File: src/rtl/button_conditioner_pkg.sv
// Shared types and constants for the push-button conditioning front end.
package button_conditioner_pkg;

  localparam int LED_W = 6;

  typedef enum logic [1:0] {
    IDLE         = 2'd0,
    PRESS_WAIT   = 2'd1,
    PRESSED      = 2'd2,
    RELEASE_WAIT = 2'd3
  } state_t;

endpackage

File: src/rtl/button_conditioner_sync_2ff.sv
// Two-flop synchroniser for a single asynchronous pin; shared by other pin front ends.
module sync_2ff (
  input  logic clock,
  input  logic reset_n,
  input  logic d,
  output logic q
);

  logic sync1_reg;
  logic s_reg;

  always_ff @(posedge clock or negedge reset_n) begin
    if (!reset_n) begin
      sync1_reg <= 1'b0;
      s_reg     <= 1'b0;
    end else begin
      sync1_reg <= d;
      s_reg     <= sync1_reg;
    end
  end

  assign q = s_reg;

endmodule

File: src/rtl/button_conditioner.sv
// Push-button conditioner: synchronise, debounce, and derive level, press/release/long-press
// strobes and a wrapping press counter for the LEDs.
module button_conditioner
  import button_conditioner_pkg::*;
#(
  parameter int DEBOUNCE_CYCLES   = 50000,
  parameter int LONG_PRESS_CYCLES = 25000000
) (
  input  logic             clock,
  input  logic             reset_n,
  input  logic             button,
  output logic             button_level,
  output logic             press_pulse,
  output logic             release_pulse,
  output logic             long_press,
  output logic [LED_W-1:0] press_count
);

  localparam int DB_W   = $clog2(DEBOUNCE_CYCLES);
  localparam int HOLD_W = $clog2(LONG_PRESS_CYCLES);
  localparam logic [DB_W-1:0]   DB_LAST   = DB_W'(DEBOUNCE_CYCLES - 1);
  localparam logic [HOLD_W-1:0] HOLD_LAST = HOLD_W'(LONG_PRESS_CYCLES - 1);
  localparam logic [HOLD_W-1:0] HOLD_MAX  = '1;

  logic s;

  state_t            state_reg;
  logic [DB_W-1:0]   db_cnt_reg;
  logic [HOLD_W-1:0] hold_cnt_reg;
  logic              long_fired_reg;
  logic              level_reg;
  logic              press_pulse_reg;
  logic              release_pulse_reg;
  logic              long_press_reg;
  logic [LED_W-1:0]  press_count_reg;

  sync_2ff u_sync (
    .clock   (clock),
    .reset_n (reset_n),
    .d       (button),
    .q       (s)
  );

  always_ff @(posedge clock or negedge reset_n) begin
    if (!reset_n) begin
      state_reg         <= IDLE;
      db_cnt_reg        <= '0;
      hold_cnt_reg      <= '0;
      long_fired_reg    <= 1'b0;
      level_reg         <= 1'b0;
      press_pulse_reg   <= 1'b0;
      release_pulse_reg <= 1'b0;
      long_press_reg    <= 1'b0;
      press_count_reg   <= '0;
    end else begin
      press_pulse_reg   <= 1'b0;
      release_pulse_reg <= 1'b0;
      long_press_reg    <= 1'b0;
      case (state_reg)
        IDLE: begin
          if (s) begin
            state_reg  <= PRESS_WAIT;
            db_cnt_reg <= '0;
          end
        end
        PRESS_WAIT: begin
          if (!s) begin
            state_reg <= IDLE;
          end else if (db_cnt_reg == DB_LAST) begin
            state_reg       <= PRESSED;
            press_pulse_reg <= 1'b1;
            level_reg       <= 1'b1;
            press_count_reg <= press_count_reg + 1'b1;
            hold_cnt_reg    <= '0;
            long_fired_reg  <= 1'b0;
          end else begin
            db_cnt_reg <= db_cnt_reg + 1'b1;
          end
        end
        PRESSED: begin
          if (hold_cnt_reg != HOLD_MAX) hold_cnt_reg <= hold_cnt_reg + 1'b1;
          // The fired flag survives release bounces, so one press yields one long strobe.
          if (hold_cnt_reg == HOLD_LAST && !long_fired_reg) begin
            long_press_reg <= 1'b1;
            long_fired_reg <= 1'b1;
          end
          if (!s) begin
            state_reg  <= RELEASE_WAIT;
            db_cnt_reg <= '0;
          end
        end
        RELEASE_WAIT: begin
          if (hold_cnt_reg != HOLD_MAX) hold_cnt_reg <= hold_cnt_reg + 1'b1;
          if (s) begin
            state_reg <= PRESSED;
          end else if (db_cnt_reg == DB_LAST) begin
            state_reg         <= IDLE;
            release_pulse_reg <= 1'b1;
            level_reg         <= 1'b0;
          end else begin
            db_cnt_reg <= db_cnt_reg + 1'b1;
          end
        end
        default: state_reg <= IDLE;
      endcase
    end
  end

  assign button_level  = level_reg;
  assign press_pulse   = press_pulse_reg;
  assign release_pulse = release_pulse_reg;
  assign long_press    = long_press_reg;
  assign press_count   = press_count_reg;

endmodule

File: config.mk
export PLATFORM = sky130hd
export DESIGN_NAME = button_conditioner
export DESIGN_NICKNAME = d
export VERILOG_FILES = /design/src/rtl/button_conditioner_pkg.sv /design/src/rtl/button_conditioner_sync_2ff.sv /design/src/rtl/button_conditioner.sv
export SDC_FILE = /design/constraint.sdc
export NUM_CORES = 1
export LEC_CHECK = 0
export CAP_MARGIN = 20
export CORE_MARGIN = 10
export CORE_UTILIZATION = 46
export DETAILED_ROUTE_END_ITERATION = 8
export MAX_ROUTING_LAYER = met4
export PLACE_DENSITY_LB_ADDON = 0.2
export SLEW_MARGIN = 10
export SYNTH_ARGS = -nofsm -noshare
export SYNTH_HDL_FRONTEND = slang
export SYNTH_HIERARCHICAL = 1
export SYNTH_SLANG_ARGS = --single-unit
File: constraint.sdc
create_clock -name clock -period 6.7 [get_ports clock]
set_input_delay 1.34 -clock clock [delete_from_list [all_inputs] [get_ports clock]]
set_output_delay 1.34 -clock clock [all_outputs]
set_load 0.02 [all_outputs]
==> results.txt <==
----------------------------------------------------
[Synth]
  Gate count after technology mapping ... around 340
  Dominant register cell in the synthesized netlist ... dfrtp_1
  Proportion of synthesized chip area in sequential cells ... between 40% and 50%
  Xor/xnor share of the synthesized area ... around 5.4%
  Largest area contributor in the netlist ... dfrtp_1
  Syn nets ... approximately 340
  Distinct cell type count after synthesis ... 44
  Adder and majority cell fraction of the synthesized area ... under 10%
  Area contributors post-synth ... dfrtp_1, nand2_1, nand3_1, xnor2_1, mux2i_1
  Ys Warns ... 6
  Compound-cell area share of the yosys netlist ... 11.6%
  Average cell area after synthesis ... slightly above 9 um2
  Area share of and/or/nand/nor cells after synthesis ... approximately 29%
  Share of cell area taken by muxes after synthesis ... 5.00%
  Proportion of synthesized flip-flops having asynchronous set or reset ... 100%
  Largest family of logic cells by synthesized area ... simple AND/OR/NAND/NOR gates
  Area share of the leading cell type in the synthesized netlist ... a little under half
  Number of enable-type register cells in the synthesized netlist ... 0
  Flip-flop and latch count after synthesis ... 56
  Mapped Area ... 3110 um2

[Power]
  Pleak ... approximately 0.0014 uW
  Internal portion of total power ... between 400 and 500 uW
  Pwr/cell area ... roughly 170 nW/um2
  Switching share of power ... a little over a fifth
  Worst supply voltage drop on vdd ... ~0.000070 V
  Combinational group share of total power ... approximately 3.1%
  Relative contribution of sequential cells to total power ... 60.1%
  Clock network power share ... between 30% and 40%
  Switching power total ... between 100 and 150 uW

[Global route]
  Total grt overflow ... 0
  Antenna violations before repair ... 0
  Wire length of the first global-routing pass ... roughly 12 mm
  Number of global-route vias before repair ... 2418
  Maximum number of pins on one net before global-route repair ... 57
  Global-route usage over all layers ... roughly 14%

[Die]
  Die span in y ... 102 um
  Initial Util ... 48.1%
  Core Rows ... 29
  Total die area ... ~10000 um2
  Die boundary width ... slightly above 100 um
  Io pins ... 13
  Placeable Area ... ~6500 um2

[Layout]
  Diodes inserted ... 0
  Number of nets in the final layout ... roughly 350
  Filler Cells Inserted ... slightly below 600
  Layout cells sized above 1 ... just over 6%
  Largest register FFs ... 25
  Post-synthesis to final-layout area growth ... 8.22%
  Filler-free cell count of the finished design ... about 420

[Critical path]
  Worst flop-to-flop path endpoint ... hold_cnt_reg[17]$_DFFE_PN0P_
  Register-to-register path setup slack ... around 3.8 ns
  Worst setup startpoint ... db_cnt_reg[5]$_DFFE_PN0P_
  Critical path start-end classification ... flip-flop to flip-flop
  Reg2reg start ... db_cnt_reg[5]$_DFFE_PN0P_
  Required time of the critical path ... around 7 ns
  Critical path data arrival time ... approximately 3.2 ns
  Logic depth of the worst register-to-register path ... 5
  Crit Path Max Fanout ... 18
  Setup crit start kind ... flip-flop
  Element type at the critical path end ... flip-flop

[Routing]
  Count of TritonRoute iterations in the first routing pass ... 4
  Remaining DRCs ... 0
  DRT antenna net count ... 0
  Detailed-route via count ... approximately 2600
  Drt total wl ... roughly 6.7 mm
  Avg Vias per Cell ... 6.15
  Iteration-0 DRC count of the detailed router ... 128
  Average wire per standard cell ... about 16 um

[Timing]
  Max Fclk ... roughly 340 MHz
  Final period demand of the worst path ... approximately 2.9 ns
  Setup repair after global routing missed its margin ... no
  Total of endpoints with negative setup slack in the final report ... 0
  Hold violation total from the final report ... 0
  Setup Total Neg Slack ... 0 ns
  Share of the clock period used by the worst path ... a little over two fifths
  Worst slew margin ... roughly a third
  Worst-Margin Slew ... 0.980 ns
  Final count of pins violating max slew ... 0
  Worst Clk Skew ... 0.00923 ns

[Place]
  Routability congestion estimate ... ~0.89
  Post-DP HPWL ... 4.53 mm
  Post-Place Cells ... slightly above 400
  Count of input and output buffers ... 12

[Clock network]
  Quantity of gates resized following cts ... 0
  Cell at the root of the clock tree ... clkbuf_8
  Clock latency at the later pin of the worst-skew pair ... between 0.3 and 0.4 ns
  Cts bufs inserted ... 5
  Clock Sinks ... 56
  Count of H-tree levels built during CTS ... 2
  Bufs on Longest Clock Path ... 2
  Number of buffers inserted by hold repair at cts ... 0
  CTS tree ... built
  CTS clk-pin slew, worst paths ... 0.10 ns
  Buffers inserted during post-CTS setup optimization ... 0

[Worst hold path]
  Hold path startpoint ... u_sync/sync1_reg$_DFF_PN0_
  Cell count of the worst hold path ... 0
  Type of the worst min-delay path ... flip-flop to flip-flop
  Terminating pin of the worst hold path ... u_sync/q$_DFF_PN0_

[Outcome]
  Run status ... complete, no violations

[Job]
  Max-capacitance violation count ... 0

----------------------------------------------------
-- cell families after synthesis --
group	Yosys count
fa+ha+maj	3
xor+xnor	19
mux	15
simple gates	164
buf+inv	24
flops	56
compound gates	56
-- cell usage after synthesis, types with 2 or more instances --
library cell / number
dfrtp_1: 56
nand2_1: 45
nand3_1: 30
nor2_1: 16
clkbuf_1: 15
nor3_1: 15
o21ai_0: 15
xnor2_1: 14
a21oi_1: 12
nor4_1: 12
and3_1: 11
mux2i_1: 11
nand4_1: 8
a31oi_1: 7
and4_1: 5
buf_2: 5
xor2_1: 5
and2_1: 4
mux2_2: 4
or3_1: 4
a21o_1: 3
a41oi_1: 3
ha_1: 3
inv_1: 3
o211ai_1: 3
o31ai_1: 3
a211o_1: 2
a221o_1: 2
a22o_1: 2
a31o_2: 2
and4b_1: 2
nand4b_1: 2
nor4b_1: 2
-- power by group through the flow --
stage | Combinational [uW] | Sequential (uW) | Clock (uW)
floorplan | 9.54 | 350 | 0
detailed placement | 18.4 | 353 | 0
global route | 20.7 | 347 | 233
finish | 17.7 | 346 | 212
global placement | 18.1 | 353 | 0
CTS | 18.3 | 346 | 221
-- per-stage QoR --
| step | power [uW] | hold WS, ns | util, % | area (um2) | setup WS (ns) |
|---|---|---|---|---|---|
| after detailed placement | 371 | 0.335 | 50.5 | 3260 | 3.75 |
| after floorplan | 360 | 0.331 | - | 3110 | 4.56 |
| after global routing | 601 | 0.370 | 52.0 | 3360 | 3.53 |
| final | 576 | 0.345 | 52.0 | 3360 | 3.76 |
| after global placement | 371 | 0.333 | 50.5 | 3260 | 3.81 |
| after CTS | 585 | 0.350 | 52.0 | 3360 | 3.75 |
-- worst max-delay path by stage --
stage | slack, ns | endpoint
2_1_floorplan | 4.56 | hold_cnt_reg[17]$_DFFE_PN0P_
4_1_cts | 3.75 | hold_cnt_reg[17]$_DFFE_PN0P_
3_5_place_dp | 3.75 | hold_cnt_reg[17]$_DFFE_PN0P_
6_report | 3.76 | hold_cnt_reg[17]$_DFFE_PN0P_
5_1_grt | 3.53 | hold_cnt_reg[22]$_DFFE_PN0P_
3_3_place_gp | 3.81 | hold_cnt_reg[17]$_DFFE_PN0P_
-- layout make-up --
cell class	instances	area, um2	share of cell area (%)
inverters	3	11.3	0.335
well taps	77	96.3	2.87
clock buffers	5	68.8	2.05
clock inverters	1	30.0	0.894
repair buffers	16	145	4.32
multi-input cells	257	1610	47.8
flip-flops and latches	56	1400	41.7
-- routing by layer --
metal,wire length [um],global-route usage (%),vias up
li1,-,-,1242
met1,3120,18.0,1238
met2,3250,21.7,66
met3,300,2.50,5
met4,63,4.99,0
met5,0,-,-
-- cells in the final DEF (no fill, tap or decap), types with 3 or more instances in the layout --
cell	synthesis	routed
nor3_1	15	15
buf_4	0	4
mux2i_1	11	11
o211ai_1	3	3
nand4_1	8	8
nand3_1	30	30
xnor2_1	14	14
nor2_1	16	16
clkbuf_8	0	5
a41oi_1	3	3
a21o_1	3	3
nand2_1	45	45
mux2_2	4	4
and4_1	5	5
and2_1	4	4
nor4_1	12	12
a31oi_1	7	7
a21oi_1	12	12
ha_1	3	3
and3_1	11	11
xor2_1	5	5
o21ai_0	15	15
or3_1	4	4
o31ai_1	3	3
dfrtp_1	56	56
inv_1	3	3
clkdlybuf4s50_1	0	11
-- worst max-delay path: stages, from the launching register on --
cell	delay, ns
dfrtp_1	0.44
or4bb_1	0.61
nor4_4	0.73
nand3_2	0.46
mux2_2	0.42
a21o_1	0.17
Power figures use the tool's default switching activity.
